[config.mk]
export PLATFORM = sky130hd
export DESIGN_NAME = mem_access_unit_flat
export DESIGN_NICKNAME = d
export VERILOG_FILES = /design/src/rtl/mem_access_unit_pkg.sv /design/src/rtl/mem_access_unit_if.sv /design/src/rtl/mem_access_unit_align.sv /design/src/rtl/mem_access_unit.sv /design/src/flat_wrapper.sv
export SDC_FILE = /design/constraint.sdc
export NUM_CORES = 1
export LEC_CHECK = 0
export ABC_AREA = 0
export CAP_MARGIN = 20
export CORE_ASPECT_RATIO = 1.4
export CORE_UTILIZATION = 35
export DETAILED_ROUTE_END_ITERATION = 16
export PLACE_DENSITY = 0.77
export SKIP_CTS_REPAIR_TIMING = 1
export SYNTH_ARGS = -nofsm -noshare
export SYNTH_HDL_FRONTEND = slang
export SYNTH_SLANG_ARGS = --single-unit
[constraint.sdc]
create_clock -name clk -period 2.7 [get_ports clk]
set_input_delay 0.81 -clock clk [delete_from_list [all_inputs] [get_ports clk]]
set_output_delay 0.81 -clock clk [all_outputs]
set_load 0.05 [all_outputs]
[src/rtl/mem_access_unit_pkg.sv]
// Shared types for the LC-3b MEM-stage access unit.
// Memory op encoding, FSM states and op-class helpers.
package mem_access_unit_pkg;

    typedef enum logic [2:0] {
        NONE,
        LDW,
        LDB,
        STW,
        STB,
        LDI,
        STI
    } lc3b_memop;

    typedef enum logic [1:0] {
        IDLE,
        IND,
        ACC
    } lc3b_mau_state;

    typedef logic [1:0] lc3b_mem_wmask;

    function automatic logic is_load(lc3b_memop op);
        return op inside {LDW, LDB, LDI};
    endfunction

    function automatic logic is_indirect(lc3b_memop op);
        return op inside {LDI, STI};
    endfunction

    function automatic logic is_byte(lc3b_memop op);
        return op inside {LDB, STB};
    endfunction

endpackage

[src/rtl/mem_access_unit_if.sv]
// Memory request/response bundle between the MEM stage and memory.
// The access unit is the master; memory is the slave.
interface mem_access_unit_if;
    import mem_access_unit_pkg::*;

    logic          mem_read;
    logic          mem_write;
    logic [15:0]   mem_address;
    logic [15:0]   mem_wdata;
    lc3b_mem_wmask mem_byte_enable;
    logic          mem_resp;
    logic [15:0]   mem_rdata;

    modport master (
        output mem_read, mem_write, mem_address,
        output mem_wdata, mem_byte_enable,
        input  mem_resp, mem_rdata
    );

    modport slave (
        input  mem_read, mem_write, mem_address,
        input  mem_wdata, mem_byte_enable,
        output mem_resp, mem_rdata
    );

endinterface

[src/rtl/mem_access_unit_align.sv]
// Byte-lane steering: replicates store bytes, extracts and
// sign-extends load bytes. Purely combinational.
import mem_access_unit_pkg::*;

module mem_align (
    input  lc3b_memop     memop,
    input  logic [15:0]   addr,
    input  logic [15:0]   sdata,
    input  logic [15:0]   rdata,
    output logic [15:0]   wdata,
    output lc3b_mem_wmask wmask,
    output logic [15:0]   ldata
);

    logic [7:0] lbyte;

    assign lbyte = addr[0] ? rdata[15:8] : rdata[7:0];

    always_comb begin
        wdata = sdata;
        wmask = 2'b11;
        ldata = rdata;
        if (memop == STB) begin
            wdata = {sdata[7:0], sdata[7:0]};
            wmask = addr[0] ? 2'b10 : 2'b01;
        end
        if (memop == LDB) begin
            ldata = {{8{lbyte[7]}}, lbyte};
        end
    end

endmodule

[src/rtl/mem_access_unit.sv]
// LC-3b MEM-stage access engine: runs one load/store (optionally
// indirect) per instruction, stalling the pipe until memory responds.
import mem_access_unit_pkg::*;

module mem_access_unit #(
    parameter int unsigned MAX_WAIT = 0
) (
    input  logic              clk,
    input  logic              reset,
    input  logic              in_valid,
    input  lc3b_memop         in_memop,
    input  logic [15:0]       in_addr,
    input  logic [15:0]       in_sdata,
    input  logic [15:0]       in_alu,
    input  logic [2:0]        in_dest,
    mem_access_unit_if.master mem,
    output logic              stall,
    output logic              out_valid,
    output logic [15:0]       out_data,
    output logic [2:0]        out_dest,
    output logic              err
);

    localparam int CW = (MAX_WAIT < 2) ? 1 : $clog2(MAX_WAIT + 1);

    lc3b_mau_state state;
    logic [15:0]   ptr;
    logic [CW-1:0] wait_cnt;
    logic          load;
    logic          indirect;
    logic          word;
    logic [15:0]   al_wdata;
    logic [15:0]   al_ldata;
    lc3b_mem_wmask al_wmask;

    assign load     = is_load(in_memop);
    assign indirect = is_indirect(in_memop);
    assign word     = !is_byte(in_memop);

    mem_align u_align (
        .memop (in_memop),
        .addr  (in_addr),
        .sdata (in_sdata),
        .rdata (mem.mem_rdata),
        .wdata (al_wdata),
        .wmask (al_wmask),
        .ldata (al_ldata)
    );

    // Requests decode from state alone; in_* are held while stalled.
    always_comb begin
        mem.mem_read        = 1'b0;
        mem.mem_write       = 1'b0;
        mem.mem_address     = {in_addr[15:1], 1'b0};
        mem.mem_wdata       = al_wdata;
        mem.mem_byte_enable = 2'b11;
        unique case (state)
            IND: mem.mem_read = 1'b1;
            ACC: begin
                mem.mem_read  = load;
                mem.mem_write = !load;
                if (indirect)
                    mem.mem_address = {ptr[15:1], 1'b0};
                else if (!word)
                    mem.mem_address = in_addr;
                if (!load)
                    mem.mem_byte_enable = al_wmask;
            end
            default: ;
        endcase
    end

    assign stall = in_valid && (in_memop != NONE)
                && !(state == ACC && mem.mem_resp);

    always_ff @(posedge clk) begin
        if (reset) begin
            state <= IDLE;
            ptr   <= '0;
        end else begin
            unique case (state)
                IDLE: if (in_valid) begin
                    if (indirect)
                        state <= IND;
                    else if (in_memop != NONE)
                        state <= ACC;
                end
                IND: if (mem.mem_resp) begin
                    ptr   <= mem.mem_rdata;
                    state <= ACC;
                end
                ACC: if (mem.mem_resp)
                    state <= IDLE;
                default: state <= IDLE;
            endcase
        end
    end

    // Counter saturates at MAX_WAIT so err needs no extra state.
    always_ff @(posedge clk) begin
        if (reset) begin
            wait_cnt <= '0;
            err      <= 1'b0;
        end else begin
            if (state == IDLE || mem.mem_resp)
                wait_cnt <= '0;
            else if (wait_cnt != CW'(MAX_WAIT))
                wait_cnt <= wait_cnt + CW'(1);
            if (MAX_WAIT != 0 && state != IDLE
                && wait_cnt == CW'(MAX_WAIT))
                err <= 1'b1;
        end
    end

    always_ff @(posedge clk) begin
        if (reset) begin
            out_valid <= 1'b0;
            out_data  <= '0;
            out_dest  <= '0;
        end else if (!stall) begin
            out_valid <= in_valid;
            out_data  <= load ? al_ldata : in_alu;
            out_dest  <= in_dest;
        end
    end

endmodule

[src/flat_wrapper.sv]
// flat-port wrapper written by rule: the top's interface ports become plain ports
module mem_access_unit_flat 
#(
    parameter int unsigned MAX_WAIT = 0
)
  (clk, reset, in_valid, in_memop, in_addr, in_sdata, in_alu, in_dest, stall, out_valid, out_data, out_dest, err, mem_mem_read, mem_mem_write, mem_mem_address, mem_mem_wdata, mem_mem_byte_enable, mem_mem_resp, mem_mem_rdata);
  mem_access_unit_if mem_i ();
  input  logic clk;
  input  logic reset;
  input  logic in_valid;
  input  lc3b_memop in_memop;
  input  logic [15:0] in_addr;
  input  logic [15:0] in_sdata;
  input  logic [15:0] in_alu;
  input  logic [2:0] in_dest;
  output logic stall;
  output logic out_valid;
  output logic [15:0] out_data;
  output logic [2:0] out_dest;
  output logic err;
  output wire logic [$bits(mem_i.mem_read)-1:0] mem_mem_read;
  output wire logic [$bits(mem_i.mem_write)-1:0] mem_mem_write;
  output wire logic [$bits(mem_i.mem_address)-1:0] mem_mem_address;
  output wire logic [$bits(mem_i.mem_wdata)-1:0] mem_mem_wdata;
  output wire logic [$bits(mem_i.mem_byte_enable)-1:0] mem_mem_byte_enable;
  input wire logic [$bits(mem_i.mem_resp)-1:0] mem_mem_resp;
  input wire logic [$bits(mem_i.mem_rdata)-1:0] mem_mem_rdata;
  assign mem_mem_read = mem_i.mem_read;
  assign mem_mem_write = mem_i.mem_write;
  assign mem_mem_address = mem_i.mem_address;
  assign mem_mem_wdata = mem_i.mem_wdata;
  assign mem_mem_byte_enable = mem_i.mem_byte_enable;
  assign mem_i.mem_resp = mem_mem_resp;
  assign mem_i.mem_rdata = mem_mem_rdata;
  mem_access_unit #(.MAX_WAIT(MAX_WAIT)) u_core (.clk(clk), .reset(reset), .in_valid(in_valid), .in_memop(in_memop), .in_addr(in_addr), .in_sdata(in_sdata), .in_alu(in_alu), .in_dest(in_dest), .mem(mem_i), .stall(stall), .out_valid(out_valid), .out_data(out_data), .out_dest(out_dest), .err(err));
endmodule
==> metrics.md, run 1 <==
| Metric | Value |
|---|---|
| First-pass GRT wire length | `11400 microns` |
| HP Start | `u_core.out_data[9]` |
| Count of final setup violators | `23` |
| Synthesized area | `approximately 2400 sq um` |
| Total gr overflow | `0` |
| Cell Area, Placed | `just under 4000 sq um` |
| GRT Max-Usage Layer | `met2` |
| Starting Density | `between 30% and 40%` |
| DR WL/cell | `between 15 and 20 microns` |
| Core Rows | `35` |
| Worst skew pair latency | `0.28 ns` |
| Pwr per Cell Area | `between 400 and 500 nW/um^2` |
| Slack of the worst reg-to-reg path | `0.87 ns` |
| Commonest cells post-synth | `nand2_1 (48), dfxtp_1 (37), a21oi_1 (25)` |
| Vias | `2546` |
| DR vias/cell | `5.28` |
| Worst reg2reg path startpoint | `u_core.state[0]` |
| Die Area | `7140 sq um` |
| Crit path DAT | `2.01 ns` |
| Worst-margin pin slew | `0.534 ns` |
| Reg2reg end | `u_core.out_data[2]` |
| Most frequent cell after synthesis | `nand2_1` |
| Final design area excluding fillers | `between 4000 and 5000 sq um` |
| Post-synth EDFFs | `0` |
| DR iter-0 viols | `94` |
| Hold Path Cell Cnt | `2` |
| Flops & latches, synth | `37` |
| Syn Nets | `~350` |
| Largest area contributor in the netlist | `dfxtp_1` |
| Crit path time final | `2.82 ns` |
| Worst setup SP type | `primary input` |
| Final period utilization | `105%` |
| Max IR drop VDD | `0.221 mV` |
| Hold Path Sink | `u_core.out_data[9]` |
| Core area | `6570 sq um` |
| Fmax | `~0.35 GHz` |
| Final worst slack | `-0.125 ns` |
| Hold Fails Final Rpt | `0` |
| Crit path cell chain | `buf_8, nor2b_4, o211ai_4, clkbuf_16, mux2_4, buf_8` |
| Clock transition at path regs | `~0.070 ns` |
| Slowest cell delay on critical path | `0.31 ns` |
| Synthesized instance count | `274` |
| Switching Fraction | `36.3%` |
| RSZ-0062 raised after global routing | `true` |
| Synth top area share | `a little under a third` |
| GRT met3 Usage | `under 10%` |
| WS Path Type | `primary input to output port` |
| Vias in the first global route | `between 2k and 2.5k` |
| Leakage | `~1.7 nW` |
| Grt met2 use | `36.6%` |
| Total GRT Usage | `between 20% and 30%` |
| Area growth from synthesis to layout | `77.9%` |
| Final wirelength | `7780 microns` |
| Distinct cells, synth | `47` |
| Yosys warns | `0` |
| Sequential share of the synthesized area | `31.1%` |
| CP Max Fanout | `7` |
| Clk_skew | `0.00486 ns` |
| Die Y | `99.6 microns` |
| Max-cap violation count | `0` |
| Max Slew Vio Count | `0` |
| Slowest CP cell | `mux2_4` |
| Sw Pwr | `0.000682 W` |
| Gate power share | `47.4%` |
| Cell internal pwr | `0.00120 W` |
| Met1 usage | `22.8%` |
| Drc violations | `0` |
| Asr flop ratio synth | `0%` |
| Diodes inserted | `0` |
| Top cell by count, worst path | `buf_8` |
| CTS Root Cell | `clkbuf_8` |
| DIE WIDTH | `71.7 microns` |
| Top cells by area, synth | `dfxtp_1 (31%), nand2_1 (7.6%), mux2_2 (6.6%), mux2_4 (6.3%), a21oi_1 (5.3%)` |
| CTS buffer count | `5` |
| Number of port buffers | `130` |
| Worst Hold Class | `register to register` |
| Share of cells above drive strength 1 | `27.5%` |
| CTS sink count | `37` |
| Clock Tree Buf Depth | `2` |
| Mean Syn Cell Area | `8.69 sq um` |
| GPL Wtd Cong | `0.816` |
| Main flop type after synthesis | `dfxtp_1` |
| Outcome | `complete, but fails checks` |
| Post-DP HPWL | `approximately 5800 microns` |
| I/O pins | `132` |
| Seq pwr share | `32.2%` |
| Setup_tns | `-1.76 ns` |
| Crit end category | `output port` |
| Failing checks | `setup timing` |
| Critical path required time | `1.89 ns` |
| Largest net degree at the start of global routing | `24` |
| Pre-Repair DR Iteration Count | `5` |
| Initial antenna violation count | `0` |
| Reg2Reg Depth | `8` |
| CTS tree | `built` |
| CTS H-tree lvls | `2` |
| DRT antenna net count | `0` |
| Nets | `485` |
| Rel. slew slack | `between 60% and 70%` |
| Clock group share of total power | `about 20%` |
placed cells by master, fill, tap and decap left out, types with 10 or more instances in the layout:
cell	synthesis	routed
a21oi_1	25	25
buf_12	0	19
buf_4	10	20
buf_6	4	17
buf_8	1	10
clkdlybuf4s50_1	0	90
dfxtp_1	37	37
mux2_4	10	22
nand2_1	48	48
o21ai_0	13	13
cell type report:
type / count / area [sq um]
Clock buffer: 7 / 86.3
Fill cell: 554 / 2330
Inverter: 7 / 26.3
Multi-Input combinational cell: 199 / 1480
Sequential cell: 37 / 741
Tap cell: 74 / 92.6
Timing Repair Buffer: 158 / 1810
layer usage:
metal / up-vias / share of wire (%)
met3: 23 / 6.1
met4: 0 / 3.5
met1: 1167 / 38
li1: 1229 / -
met2: 127 / 53
met5: - / 0
power by group through the flow:
stage / sequential [W] / clock [W] / combinational, W
3_3_place_gp: 0.000617 / 0 / 0.000816
3_5_place_dp: 0.000617 / 0 / 0.000826
6_report: 0.000605 / 0.000384 / 0.000892
4_1_cts: 0.000605 / 0.000394 / 0.000829
5_1_grt: 0.000610 / 0.000416 / 0.000934
2_1_floorplan: 0.000716 / 0 / 0.000395
critical path, delay by kind of cell:
family / cells / cell delay, ns
multiplexers: 1 / 0.31
AO/OA/AOI/OAI: 1 / 0.29
AND/OR/NAND/NOR: 1 / 0.13
buffers and inverters: 3 / 0.48
flip-flops by register name (all words and copies together), names as in the netlist:
signal	flops
u_core.ptr	15
u_core.out_data	16
u_core.state	2
u_core.out_valid	1
u_core.out_dest	3
worst max-delay path by stage:
stage,start,endpoint,slack [ns],cells past startpoint
floorplan,in_memop[1],mem_mem_write,-0.03,4
global placement,in_memop[0],mem_mem_address[2],-0.52,6
detailed placement,in_memop[0],mem_mem_address[4],-0.54,6
CTS,in_memop[0],mem_mem_address[4],-0.55,6
global route,in_memop[0],mem_mem_address[10],-0.14,6
finish,in_memop[0],mem_mem_address[10],-0.12,6
through the flow:
step	util, %	worst slack [ns]	power [W]	hold slack, ns	cells
6_report	64.5	-0.125	0.00188	0.454	482
5_1_grt	64.5	-0.136	0.00196	0.469	482
4_1_cts	60.2	-0.546	0.00183	0.453	475
3_5_place_dp	58.8	-0.542	0.00144	0.443	468
3_3_place_gp	58.8	-0.518	0.00143	0.439	468
2_1_floorplan	-	-0.0305	0.00111	0.434	274
cell families after synthesis:
group	synth area share [%]
multiplexers	15.8
AO/OA/AOI/OAI	19.6
other	0.158
adder cells (fa/ha/maj)	1.58
flip-flops	31.1
XOR/XNOR	0.368
AND/OR/NAND/NOR	21.8
buffers and inverters	9.62
Note: power is estimated with default switching activity, not from simulation.
==> inputs of run 2 (changes only) <==
Settings changed: CORE_UTILIZATION 35 to 37, PLACE_DENSITY 0.77 to 0.78, SYNTH_HIERARCHICAL set to 1.
==> run 2 against run 1 <==
The run still ends with setup timing left. Sequential power hardly changed. Flip-flop and latch count is the same. Fmax increased by 3.1%. Cell count rose by 9.8%. Global-route usage grew 0.23 points. Sequential share of layout area is 0.90 points lower. Via count rose by 8.2%. Clock skew is 0.0053 ns higher. Critical path type unchanged.
==> metrics.md, run 2 <==
| Metric | Value |
|---|---|
| Outcome | `complete, but fails checks` |
| Failing checks | `setup timing` |
| Initial antenna violation count | `0` |
| Core Rows | `36` |
| Registers with the most flip-flops | `u_core/out_data (16), u_core/ptr (15), u_core/out_dest (3)` |
| HP Start | `u_core/ptr[3]` |
| Cell Area, Placed | `4250 sq um` |
| Core area | `approximately 6900 sq um` |
| Synth top area share | `28.1%` |
| Count of final setup violators | `13` |
| Starting Density | `a little under two fifths` |
| CTS sink count | `37` |
| Synthesized instance count | `302` |
| Total GRT Usage | `20.4%` |
| Mean Syn Cell Area | `8.73 sq um` |
| Max IR drop VDD | `0.251 mV` |
| DRT antenna net count | `0` |
| Worst Hold Class | `register to register` |
| Critical path depth | `6` |
| Worst setup startpoint | `in_memop[0]` |
| Crit path time final | `2.74 ns` |
| Final design area excluding fillers | `4460 sq um` |
| Worst skew pair latency | `0.29 ns` |
| Slowest cell delay on critical path | `0.32 ns` |
| Number of port buffers | `between 100 and 150` |
| DR iter-0 viols | `141` |
| Clock Tree Buf Depth | `2` |
| DIE WIDTH | `around 73 microns` |
| Asr flop ratio synth | `0%` |
| Diodes inserted | `0` |
| Setup_tns | `-0.275 ns` |
| Distinct cells, synth | `46` |
| Share of cells above drive strength 1 | `between 20% and 30%` |
| CTS H-tree lvls | `2` |
| Reg2Reg Depth | `5` |
| Top cells by area, synth | `dfxtp_1 (28%), mux2_4 (9.7%), mux2_2 (5.6%), a311oi_1 (5.3%), nand2_1 (4.8%)` |
| Post-DP HPWL | `6070 microns` |
| Total gr overflow | `0` |
| Pwr per Cell Area | `435 nW/um^2` |
| Commonest cells post-synth | `dfxtp_1 (37), nand2_1 (34), nand3_1 (19), nor3_1 (19)` |
| First-pass GRT wire length | `12100 microns` |
| Hold Fails Final Rpt | `0` |
| Post-synth EDFFs | `0` |
| Final period utilization | `101%` |
| Flops & latches, synth | `37` |
| Worst reg2reg path startpoint | `u_core/state[0]` |
| DR WL/cell | `approximately 15 microns` |
| CP Max Fanout | `5` |
| Sequential share of the synthesized area | `28.1%` |
| Synthesized area | `around 2600 sq um` |
| Max FFs per register | `16` |
| Most common cell after layout, fill and taps aside | `clkdlybuf4s50_1` |
| Vias in the first global route | `~2.6k` |
| Worst setup SP type | `primary input` |
| Nets | `510` |
| Pre-CTS setup slack | `-0.530 ns` |
| Crit path cell chain | `buf_8, buf_6, nor3b_4, buf_6, mux2_4, buf_12` |
| Crit end category | `output port` |
| Leakage | `between 1.5 and 2 nW` |
| DR vias/cell | `5.21` |
| Clock transition at path regs | `0.07 ns` |
| Buf/Inv on CP | `4` |
| Fmax | `0.365 GHz` |
| Final worst slack | `-0.0386 ns` |
| Most frequent cell after synthesis | `dfxtp_1` |
| CTS tree | `built` |
| Final std cells w/o fill | `529` |
| Pre-Repair DR Iteration Count | `7` |
| Max-cap violation count | `0` |
| Largest net degree at the start of global routing | `34` |
| I/O pins | `132` |
| Largest area contributor in the netlist | `dfxtp_1` |
| GPL Wtd Cong | `0.799` |
| RSZ-0062 raised after global routing | `true` |
| CTS Root Cell | `clkbuf_8` |
| Syn Nets | `between 300 and 400` |
| Main flop type after synthesis | `dfxtp_1` |
| Cell family with most CP delay | `buffers and inverters` |
| Slowest CP cell | `mux2_4` |
| Yosys warns | `6` |
| Rel. slew slack | `66.3%` |
| Max Slew Vio Count | `0` |
| Top reg by flops | `u_core/out_data` |
| Drc violations | `0` |
| Dpl cells | `518` |
| WS Path Type | `primary input to output port` |
| Crit path DAT | `1.93 ns` |
| Most frequent cells in the layout | `clkdlybuf4s50_1 (89), dfxtp_1 (37), buf_4 (34)` |
| CTS buffer count | `5` |
| Worst-margin pin slew | `0.504 ns` |
| Vias | `2756` |
| Filler Cell Count | `~580` |
| Top cell by count, worst path | `buf_6` |
| Area growth from synthesis to layout | `69.4%` |
| Critical path required time | `1.89 ns` |
| Final wirelength | `7970 microns` |
| Die Y | `~100 microns` |
| Clk_skew | `0.0102 ns` |
| Die Area | `7470 sq um` |
| Smallest hold slack | `roughly 0.46 ns` |
| Hold Path Cell Cnt | `2` |
-- run 2: cell count changes after synthesis, sizes merged, moves of 15 or more --
cell and delta:
a22oi +16, a311oi +17, and2 +17, nand3 +17, nor3 +16, o21ai -15
-- run 2: stage by stage --
stage	util [%]	total power (W)
2_1_floorplan	-	0.00116
3_3_place_gp	61.2	0.00151
3_5_place_dp	61.2	0.00152
4_1_cts	62.6	0.00193
5_1_grt	64.3	0.00202
6_report	64.3	0.00194
-- run 2: final cells by class --
type | instances | area [sq um] | area share, %
Tap cell | 95 | 119 | 2.66
Sequential cell | 37 | 741 | 16.6
Clock inverter | 2 | 13.8 | 0.308
Timing Repair Buffer | 159 | 1780 | 39.8
Multi-Input combinational cell | 217 | 1680 | 37.7
Clock buffer | 6 | 82.6 | 1.85
Inverter | 13 | 48.8 | 1.09
-- run 2: kinds of logic after synthesis --
kind of cell | synth area share, %
other | 0.142
AO/OA/AOI/OAI | 17.5
XOR/XNOR | 0.950
multiplexers | 19.0
flip-flops | 28.1
adder cells (fa/ha/maj) | 1.42
AND/OR/NAND/NOR | 21.9
buffers and inverters | 10.9
-- run 2: worst register-to-register path, stage by stage (launching register included) --
cell and delay, ns:
dfxtp_1 0.32, inv_1 0.11, ha_1 0.21, or4b_1 0.49, and3_4 0.19, a311oi_2 0.22
-- run 2: metal layers --
metal  vias to the layer above  GRT usage, %  routed length (microns)  part of all wire [%]
li1                       1330             -                        -                     -
met5                         -             0                        0                     0
met1                      1302          22.4                     3110                    39
met2                       108          38.2                     4250                    53
met4                         0          8.14                      180                   2.3
met3                        16          3.45                      430                   5.4
-- run 2: final timing paths --
| check | to | slack [ns] |
|---|---|---|
| setup / recovery | mem_mem_wdata[12] | -0.04 |
| hold / removal | u_core/ptr[3] | 0.46 |
| setup reg to reg | u_core/state[1] | 1.08 |
| hold reg to reg | u_core/ptr[3] | 0.46 |
-- run 2: power breakdown --
| group | internal (W) | leakage (nW) | total, W | switching [W] |
|---|---|---|---|---|
| Combinational | 0.000428 | 1.48 | 0.000923 | 0.000494 |
| Sequential | 0.000584 | 0.304 | 0.000606 | 0.0000216 |
| Clock | 0.000207 | 0.0512 | 0.000415 | 0.000208 |
| Total | 0.00122 | 1.83 | 0.00194 | 0.000724 |
